[src/rtl/windower_stride.sv]
// windower_stride
//   Streaming 1-D sliding-window generator for the conv front end. Each
//   accepted beat carries one NO_CH-bit sample; a frame is 2**LOG2_IMG_SIZE
//   samples. Produces WINDOW-tap windows over the frame with PADDING zero
//   samples on each side, advancing STRIDE samples per window, and flags the
//   final window of each frame with last_out.
// Ports
//   clk       rising-edge clock
//   rst       synchronous reset, active-low
//   vld_in    input sample valid
//   rdy_in    block can accept a sample (beat = vld_in & rdy_in)
//   data_in   input sample
//   vld_out   window valid
//   rdy_out   downstream accepts window (beat = vld_out & rdy_out)
//   data_out  WINDOW taps, tap j at bits [j*NO_CH +: NO_CH]; tap 0 oldest
//   last_out  qualifies vld_out: final window of the current frame
module windower_stride #(
  parameter int NO_CH         = 16,
  parameter int LOG2_IMG_SIZE = 6,
  parameter int WINDOW        = 3,
  parameter int PADDING       = 1,
  parameter int STRIDE        = 1
) (
  input  logic                    clk,
  input  logic                    rst,
  input  logic                    vld_in,
  output logic                    rdy_in,
  input  logic [NO_CH-1:0]        data_in,
  output logic                    vld_out,
  input  logic                    rdy_out,
  output logic [WINDOW*NO_CH-1:0] data_out,
  output logic                    last_out
);

  localparam int N  = 1 << LOG2_IMG_SIZE;
  localparam int K  = (N + 2*PADDING - WINDOW) / STRIDE + 1;
  localparam int CW = LOG2_IMG_SIZE + 1;
  localparam int OW = $clog2(K + 1);
  localparam int PW = (STRIDE > 1) ? $clog2(STRIDE) : 1;

  localparam logic [CW-1:0] LAST_SAMPLE = CW'(N - 1);
  localparam logic [CW-1:0] LAST_SHIFT  = CW'(N - 1 + PADDING);
  // Shift index whose completion first fills the window (P + c + 1 == W).
  localparam logic [CW-1:0] FIRST_WIN   = CW'(WINDOW - PADDING - 1);
  localparam logic [OW-1:0] K_LAST      = OW'(K - 1);
  localparam logic [PW-1:0] PH_LAST     = PW'(STRIDE - 1);

  if ((N + 2*PADDING - WINDOW) % STRIDE != 0) begin : g_bad_stride
    $error("windower_stride: (N + 2*PADDING - WINDOW) must be a multiple of STRIDE");
  end
  if (WINDOW < 1 || WINDOW > N || PADDING < 0 || PADDING >= WINDOW ||
      STRIDE < 1 || STRIDE > WINDOW) begin : g_bad_param
    $error("windower_stride: parameter out of range");
  end

  typedef enum logic {RUN, FLUSH} state_t;

  state_t                    state;
  logic [CW-1:0]             in_cnt;   // shifts taken this frame, excluding implicit left pad
  logic [PW-1:0]             phase;    // completed-window index modulo STRIDE
  logic [OW-1:0]             out_cnt;
  logic [WINDOW*NO_CH-1:0]   sr_next;
  logic [NO_CH-1:0]          new_val;
  logic                      free, advance, win_done, emit, frame_end;

  assign free   = !vld_out | rdy_out;
  assign rdy_in = (state == RUN) & free & rst;

  always_comb begin
    advance   = (state == RUN) ? (vld_in & rdy_in) : free;
    new_val   = (state == RUN) ? data_in : '0;
    win_done  = advance & (in_cnt >= FIRST_WIN);
    emit      = win_done & (phase == '0);
    // In RUN with padding the count never reaches LAST_SHIFT, so this
    // fires on the last sample when P==0 and on the last zero shift otherwise.
    frame_end = advance & (in_cnt == LAST_SHIFT);
  end

  // The oldest tap is only ever shifted out, so only W-1 taps are stored;
  // the full window is the stored history plus the incoming value.
  if (WINDOW > 1) begin : g_hist
    logic [(WINDOW-1)*NO_CH-1:0] hist;
    assign sr_next = {new_val, hist};
    always_ff @(posedge clk) begin
      if (!rst) begin
        hist <= '0;
      end else if (advance) begin
        hist <= frame_end ? '0 : sr_next[WINDOW*NO_CH-1:NO_CH];
      end
    end
  end else begin : g_no_hist
    assign sr_next = new_val;
  end

  always_ff @(posedge clk) begin
    if (!rst) begin
      state    <= RUN;
      in_cnt   <= '0;
      phase    <= '0;
      out_cnt  <= '0;
      vld_out  <= 1'b0;
      last_out <= 1'b0;
      data_out <= '0;
    end else begin
      if (advance) begin
        if (frame_end) begin
          state   <= RUN;
          in_cnt  <= '0;
          phase   <= '0;
          out_cnt <= '0;
        end else begin
          in_cnt <= in_cnt + 1'b1;
          if (state == RUN && in_cnt == LAST_SAMPLE) state <= FLUSH;
          if (win_done) phase <= (phase == PH_LAST) ? '0 : phase + 1'b1;
          if (emit) out_cnt <= out_cnt + 1'b1;
        end
      end
      if (emit) begin
        vld_out  <= 1'b1;
        data_out <= sr_next;
        last_out <= (out_cnt == K_LAST);
      end else if (free) begin
        vld_out  <= 1'b0;
        last_out <= 1'b0;
      end
    end
  end

endmodule

[config.mk]
export PLATFORM = sky130hd
export DESIGN_NAME = windower_stride
export DESIGN_NICKNAME = d
export VERILOG_FILES = /design/src/rtl/windower_stride.sv
export SDC_FILE = /design/constraint.sdc
export NUM_CORES = 1
export LEC_CHECK = 0
export BUFFER_PORTS_ARGS = -buffer_cell sky130_fd_sc_hd__buf_2
export CAP_MARGIN = 40
export CELL_PAD_IN_SITES_DETAIL_PLACEMENT = 2
export CELL_PAD_IN_SITES_GLOBAL_PLACEMENT = 2
export CORE_ASPECT_RATIO = 0.75
export CORE_MARGIN = 1.5
export CORE_UTILIZATION = 33
export CTS_CLUSTER_SIZE = 16
export DETAILED_ROUTE_END_ITERATION = 10
export GPL_TIMING_DRIVEN = 0
export PLACE_DENSITY_LB_ADDON = 0.1
export SETUP_SLACK_MARGIN = 0.1
export SLEW_MARGIN = 10
export SYNTH_ARGS = -nofsm -noshare
export SYNTH_HDL_FRONTEND = slang
export SYNTH_SLANG_ARGS = --single-unit
[constraint.sdc]
create_clock -name clk -period 2.3 [get_ports clk]
set_input_delay 0.115 -clock clk [delete_from_list [all_inputs] [get_ports clk]]
set_output_delay 0.115 -clock clk [all_outputs]
set_load 0.005 [all_outputs]
==> results by group, run 1 <==
Drt
  • Drt pass-1 iters: 4
  • Vias per inst: 5.071
  • DR DRC count: 0
  • Vias: 3073
  • Remaining antenna violation count after routing: 0
  • Routed wire length: 11030 microns
  • Iteration-0 DRC Markers: 125
  • Wire length per cell: 18.20 microns

Synthesis
  • Avg Cell Area, Syn: 9.507 sq um
  • Post-synth EDFFs: 0
  • Post-synthesis register bit count: 97
  • Yosys cell types: 35
  • Cells after Synth: 381
  • Synth Flop Type: dfxtp_1
  • Syn_nets: 405
  • Async set or reset register ratio after synthesis: 0
  • Synthesis Warnings: 0
  • Seq/Total Area, Yosys: 0.5361
  • Synthesized area: 0.003622 sq mm

STA
  • Clock skew: 0.004805 ns
  • Tmin final: 2.057 ns
  • Worst-margin pin slew: 0.5422 ns
  • Fmax: 486.2 MHz
  • Final worst path period share: 0.8943
  • RSZ-0062 raised after global routing: false
  • WHS: 0.04828 ns
  • Setup violations, final: 0
  • Final count of hold timing violations: 0
  • Relative slew slack: 0.6385
  • Fin. max-slew vios: 0

Pwr
  • Worst VDD drop: 0.0003724 V
  • Switching Share: 0.2267
  • Net Sw Power: 822.7 uW
  • Clock share of power: 0.446
  • Pleak: 1.781 nW
  • Combinational fraction of design power: 0.070
  • Flop pwr share: 0.484
  • Int Pwr: 2.807 mW
  • Tot Pwr: 3.629 mW
  • Pwr dens: 802.9 mW/mm^2

Worst setup path
  • Worst path arrival time: 2.29 ns
  • Crit end category: flip-flop
  • Crit-path max FO: 10
  • Reg2Reg Depth: 6
  • CP required: 2.53 ns
  • Startpoint types: flip-flop
  • Setup CP Type: flip-flop to flip-flop

Finish
  • Layout area overhead: 24.80%
  • Diodes inserted: 0
  • Final core occ: 0.4309
  • Layout cell share with drive strength beyond 1: 0.2277
  • Final Net Count: 489
  • Final instance area: 0.004521 sq mm

Floorplan
  • Die area: 0.01162 sq mm
  • Starting Density: 0.3453
  • Num rows: 32
  • Die W: 124.0 microns
  • Die Ht: 93.73 microns
  • Core footprint: 0.01049 sq mm
  • Ports: 71

Global routing
  • Total Routing Usage GR: 0.2055
  • Vias in the first global route: 3196
  • Largest net degree at the start of global routing: 16
  • GR Overflow Total: 0
  • First-pass GRT wire length: 17800 microns
  • Initial antenna violation count: 0

Clock tree
  • CTS sink cnt: 97
  • Clk_lat worst skew: 0.34 ns
  • Worst-path clk slew: 0.07 ns
  • Clock Path Buffers: 2
  • Root Driver: clkbuf_16
  • Number of H-tree levels: 3
  • CTS tree: built
  • Hold buffer count at CTS: 0
  • TritonCTS Buffers: 9

Outcome
  • Status: finished, final reports clean

Place
  • DP HPWL: 8236 microns
  • DP Area: 0.004143 sq mm
  • RePlAce Congestion: 0.7453
  • IO buf count: 70

Run
  • Max cap viols: 0

Min path
  • Hold WC Path Type: input pin to flip-flop
  • Hold Path Depth: 2
-- routing by layer --
| metal | share of wire | routed length, microns | track usage | vias up |
|---|---|---|---|---|
| met5 | 0 | 0 | 0 | - |
| met4 | 0.0073 | 81 | 0.04830 | 0 |
| met3 | 0.031 | 346 | 0.04490 | 7 |
| met2 | 0.42 | 4612 | 0.2983 | 54 |
| met1 | 0.54 | 5993 | 0.3080 | 1516 |
| li1 | - | - | - | 1496 |
-- final timing paths --
check / start / to / slack [ns]
worst max-delay path: in_cnt[2] / g_hist.hist[28] / 0.24
worst min-delay path: data_in[3] / g_hist.hist[19] / 0.05
worst max register to register: in_cnt[2] / g_hist.hist[28] / 0.24
worst min register to register: data_out[5] / data_out[5] / 0.45
-- registers in the layout, indices dropped and copies added (netlist names) --
| signal | cells |
|---|---|
| last_out | 1 |
| in_cnt | 7 |
| vld_out | 1 |
| out_cnt | 7 |
| g_hist.hist | 32 |
| state | 1 |
| data_out | 48 |
-- cell usage after synthesis (all sizes together) (2+ instances only) --
master,number,area (sq um)
and3,2,12.51
nand2,90,337.8
nor2b,3,18.77
o31ai,3,22.52
a22o,17,148.9
xnor2,5,43.79
nand3,22,110.1
o21ai,4,20.01
inv,4,15.01
a21oi,10,50.05
or4,5,41.29
a21boi,49,367.9
clkbuf,18,67.56
dfxtp,97,1942
nor2,7,26.28
ha,4,50.05
nor3,2,10.01
buf,11,86.32
a32o,16,160.2
or3,3,18.77
-- placed cells by master (no fill, tap or decap), types with 3 or more instances in the layout --
cell type  count
ha_1           4
nand3_1       22
xnor2_1        5
buf_6          5
a21oi_1       10
o21ai_0        3
clkbuf_1      15
nor2_1         7
inv_1          4
a22o_1        17
or4_1          3
a32o_1        16
clkbuf_2       3
buf_4          7
or3_1          3
o31ai_1        3
nor2b_1        3
dfxtp_1       96
a21boi_0      36
a21boi_1      13
clkbuf_16      9
nand2_1       90
buf_2         71
-- power groups by stage --
stage                     logic (mW)  clock network [mW]  registers, mW
after floorplan                0.138                   0           1.78
after global placement         0.233                   0           1.79
after global routing           0.282                1.74           1.76
after detailed placement       0.242                   0           1.79
after CTS                      0.255                1.66           1.76
final                          0.254                1.62           1.76
-- through the flow --
step / setup TNS (ns) / worst slack (ns) / cells
after floorplan: 0 / 0.4048 / 381
after detailed placement: -3.905 / -0.1880 / 587
after CTS: 0 / 0.08972 / 606
after global placement: -0.7602 / -0.08526 / 587
after global routing: 0 / 0.1260 / 606
final: 0 / 0.2432 / 606
-- critical path: stages (launching register included) --
cell and delay, ns:
dfxtp_1 0.36, or4_4 0.59, or2_0 0.28, and3_1 0.21
buf_6 0.13, buf_6 0.14, a32o_1 0.25
-- cell type report --
class,count,area [sq um]
fillers,1191,5969
flip-flops and latches,97,1943
multi-input cells,251,1528
repair buffers,73,372.9
clock buffers,11,242.7
plain buffers,29,170.2
well taps,136,170.2
clock inverters,5,78.83
inverters,4,15.01
-- cells by family (layout without fill, tap and decap cells) --
logic type,after synthesis,count (layout),synth area share
adders and majority gates,4,4,0.01382
AOI/OAI and AO/OA,102,102,0.2207
buffers and inverters,33,122,0.04663
xor gates and xnor gates,6,6,0.01451
and+or+nand+nor,139,139,0.1682
DFF,97,97,0.5361
-- timing repair --
action / in CTS / in global routing
pin swaps: 1 / 0
endpoints found under the setup margin: 51 / 60
gates resized for setup: 6 / 9
buffers inserted: 3 / 0
(Power assumes the default switching activity.)
==> run 2, diff against run 1 <==
clock period = 2.2 ns   (was 2.3 ns; I/O delays follow)
==> run 2 against run 1 <==
Clock skew hardly changed. Sequential power is 5% higher. Register-to-register slack worse by 0.13 ns. Critical path type unchanged. First-iteration DRC count is 22% lower. Fmax is 1.2% lower. Via count hardly changed. Final cell count is 0.33% higher. Largest cell class unchanged. Sequential share of layout area is 0.40 points lower. Clock power is 5% higher. Utilization is 0.47 points higher. Global-route usage is 0.090 points higher. Setup slack worse by 0.13 ns.
==> results by group, run 2 (synthesis gave the netlist of run 1 again) <==
Worst setup path
  • Setup CP Type: flip-flop to flip-flop
  • Worst path arrival time: 2.31 ns
  • Crit-path max FO: 10
  • CP required: 2.43 ns
  • Startpoint types: flip-flop
  • Crit end category: flip-flop
  • Crit. Startpoint: in_cnt[2]
  • Worst r2r src: in_cnt[2]

Place
  • DP HPWL: 8236 microns
  • Placed Cells incl. Taps: 587
  • RePlAce Congestion: 0.7453
  • IO buf count: 70
  • DP Area: 0.004143 sq mm
  • Setup WS pre-CTS: -0.2880 ns

Clock tree
  • CTS tree: built
  • Clk_lat worst skew: 0.34 ns
  • TritonCTS Buffers: 9
  • Number of H-tree levels: 3
  • Worst-path clk slew: 0.07 ns
  • Clock Path Buffers: 2
  • Root Driver: clkbuf_16
  • CTS sink cnt: 97
  • Hold buffer count at CTS: 0

Global routing
  • Total Routing Usage GR: 0.2064
  • Vias in the first global route: 3195
  • Initial antenna violation count: 0
  • GR Overflow Total: 0
  • Largest net degree at the start of global routing: 16
  • First-pass GRT wire length: 17870 microns

Pwr
  • Tot Pwr: 3.813 mW
  • Int Pwr: 2.943 mW
  • Worst VDD drop: 0.0003910 V
  • Combinational fraction of design power: 0.073
  • Net Sw Power: 870.4 uW
  • Pwr dens: 834.5 mW/mm^2
  • Switching Share: 0.2282
  • Clock share of power: 0.445
  • Pleak: 1.813 nW
  • Flop pwr share: 0.482

Drt
  • DR DRC count: 0
  • Vias: 3070
  • Vias per inst: 5.049
  • Iteration-0 DRC Markers: 98
  • Drt pass-1 iters: 4
  • Routed wire length: 11240 microns
  • Remaining antenna violation count after routing: 0
  • Wire length per cell: 18.48 microns

STA
  • Fmax: 480.3 MHz
  • Tmin final: 2.082 ns
  • RSZ-0062 raised after global routing: false
  • Setup violations, final: 0
  • Fin. max-slew vios: 0
  • Worst-margin pin slew: 0.5622 ns
  • Clock skew: 0.004446 ns
  • Final worst slack: 0.1182 ns
  • Final count of hold timing violations: 0
  • Setup TNS Final: 0 ns
  • Relative slew slack: 0.6252
  • Final worst path period share: 0.9463

Floorplan
  • Starting Density: 0.3453
  • Core footprint: 0.01049 sq mm
  • Die Ht: 93.73 microns
  • Ports: 71
  • Die area: 0.01162 sq mm
  • Die W: 124.0 microns
  • Num rows: 32

Min path
  • Hold WC Path Type: input pin to flip-flop
  • Hold path startpoint: data_in[3]

Finish
  • Commonest non-fill, non-tap cell in the layout: dfxtp_1
  • Layout fillers: 1192
  • Multi-input gate area: 0.001528 sq mm
  • Most frequent cells in the layout: dfxtp_1, nand2_1, buf_2
  • Non-Filler Instances: 608
  • Layout cell share with drive strength beyond 1: 0.2352
  • Number of flip-flops in the largest register: 48
  • Final Net Count: 491
  • Final instance area: 0.004569 sq mm
  • Layout area overhead: 26.15%
  • Diodes inserted: 0
  • Register bank with the most flops: data_out
  • Register Area: 0.001946 sq mm
  • Biggest regs: data_out x48, g_hist.hist x32

Outcome
  • Status: finished, final reports clean

Run
  • Max cap viols: 0
-- run 2: metal layers --
| metal | part of all wire | track usage | wire (microns) | vias to the layer above |
|---|---|---|---|---|
| met2 | 0.42 | 0.2983 | 4750 | 54 |
| met5 | 0 | 0 | 0 | - |
| met4 | 0.0057 | 0.04830 | 64 | 0 |
| li1 | - | - | - | 1498 |
| met1 | 0.54 | 0.3106 | 6065 | 1513 |
| met3 | 0.032 | 0.04490 | 355 | 5 |
-- run 2: worst max-delay path: stages, from the launching register on --
cell     delay (ns)
dfxtp_1        0.36
or4_4          0.59
or2_0          0.28
and3_1         0.21
buf_6          0.13
buf_6          0.14
a32o_1         0.27
-- run 2: power groups by stage --
stage	Sequential, mW	Combinational [mW]	Clock [mW]
floorplan	1.86	0.145	0
global route	1.84	0.308	1.81
CTS	1.84	0.269	1.73
detailed placement	1.88	0.253	0
global placement	1.87	0.244	0
finish	1.84	0.279	1.70
-- run 2: cell type report --
type                            instances  share of cell area
Timing Repair Buffer                   75             0.08872
Tap cell                              136             0.03724
Inverter                                4            0.003286
Clock buffer                           11             0.05312
Buffer                                 29             0.04025
Clock inverter                          5             0.01725
Multi-Input combinational cell        251              0.3343
Sequential cell                        97              0.4258
-- run 2: worst paths after layout --
check / to / slack [ns] / cells after the start
hold / removal: g_hist.hist[19] / 0.04 / 2
setup reg to reg: g_hist.hist[29] / 0.12 / 6
hold reg to reg: data_out[5] / 0.45 / 2
setup / recovery: g_hist.hist[29] / 0.12 / 6
-- run 2: what timing repair did --
action                                  in CTS  in global routing
pin swaps                                    1                  1
setup buffers                                3                  1
endpoints found under the hold margin        0                  0
resized for setup                           13                 10
gates cloned                                 0                  1
endpoints found under the setup margin      62                 51
-- run 2: through the flow --
stage               hold WS [ns]  utilization
global route             0.04415       0.4356
CTS                      0.03305       0.4308
global placement          0.3775       0.3949
floorplan                 0.2724            -
detailed placement        0.3936       0.3949
finish                   0.04153       0.4356
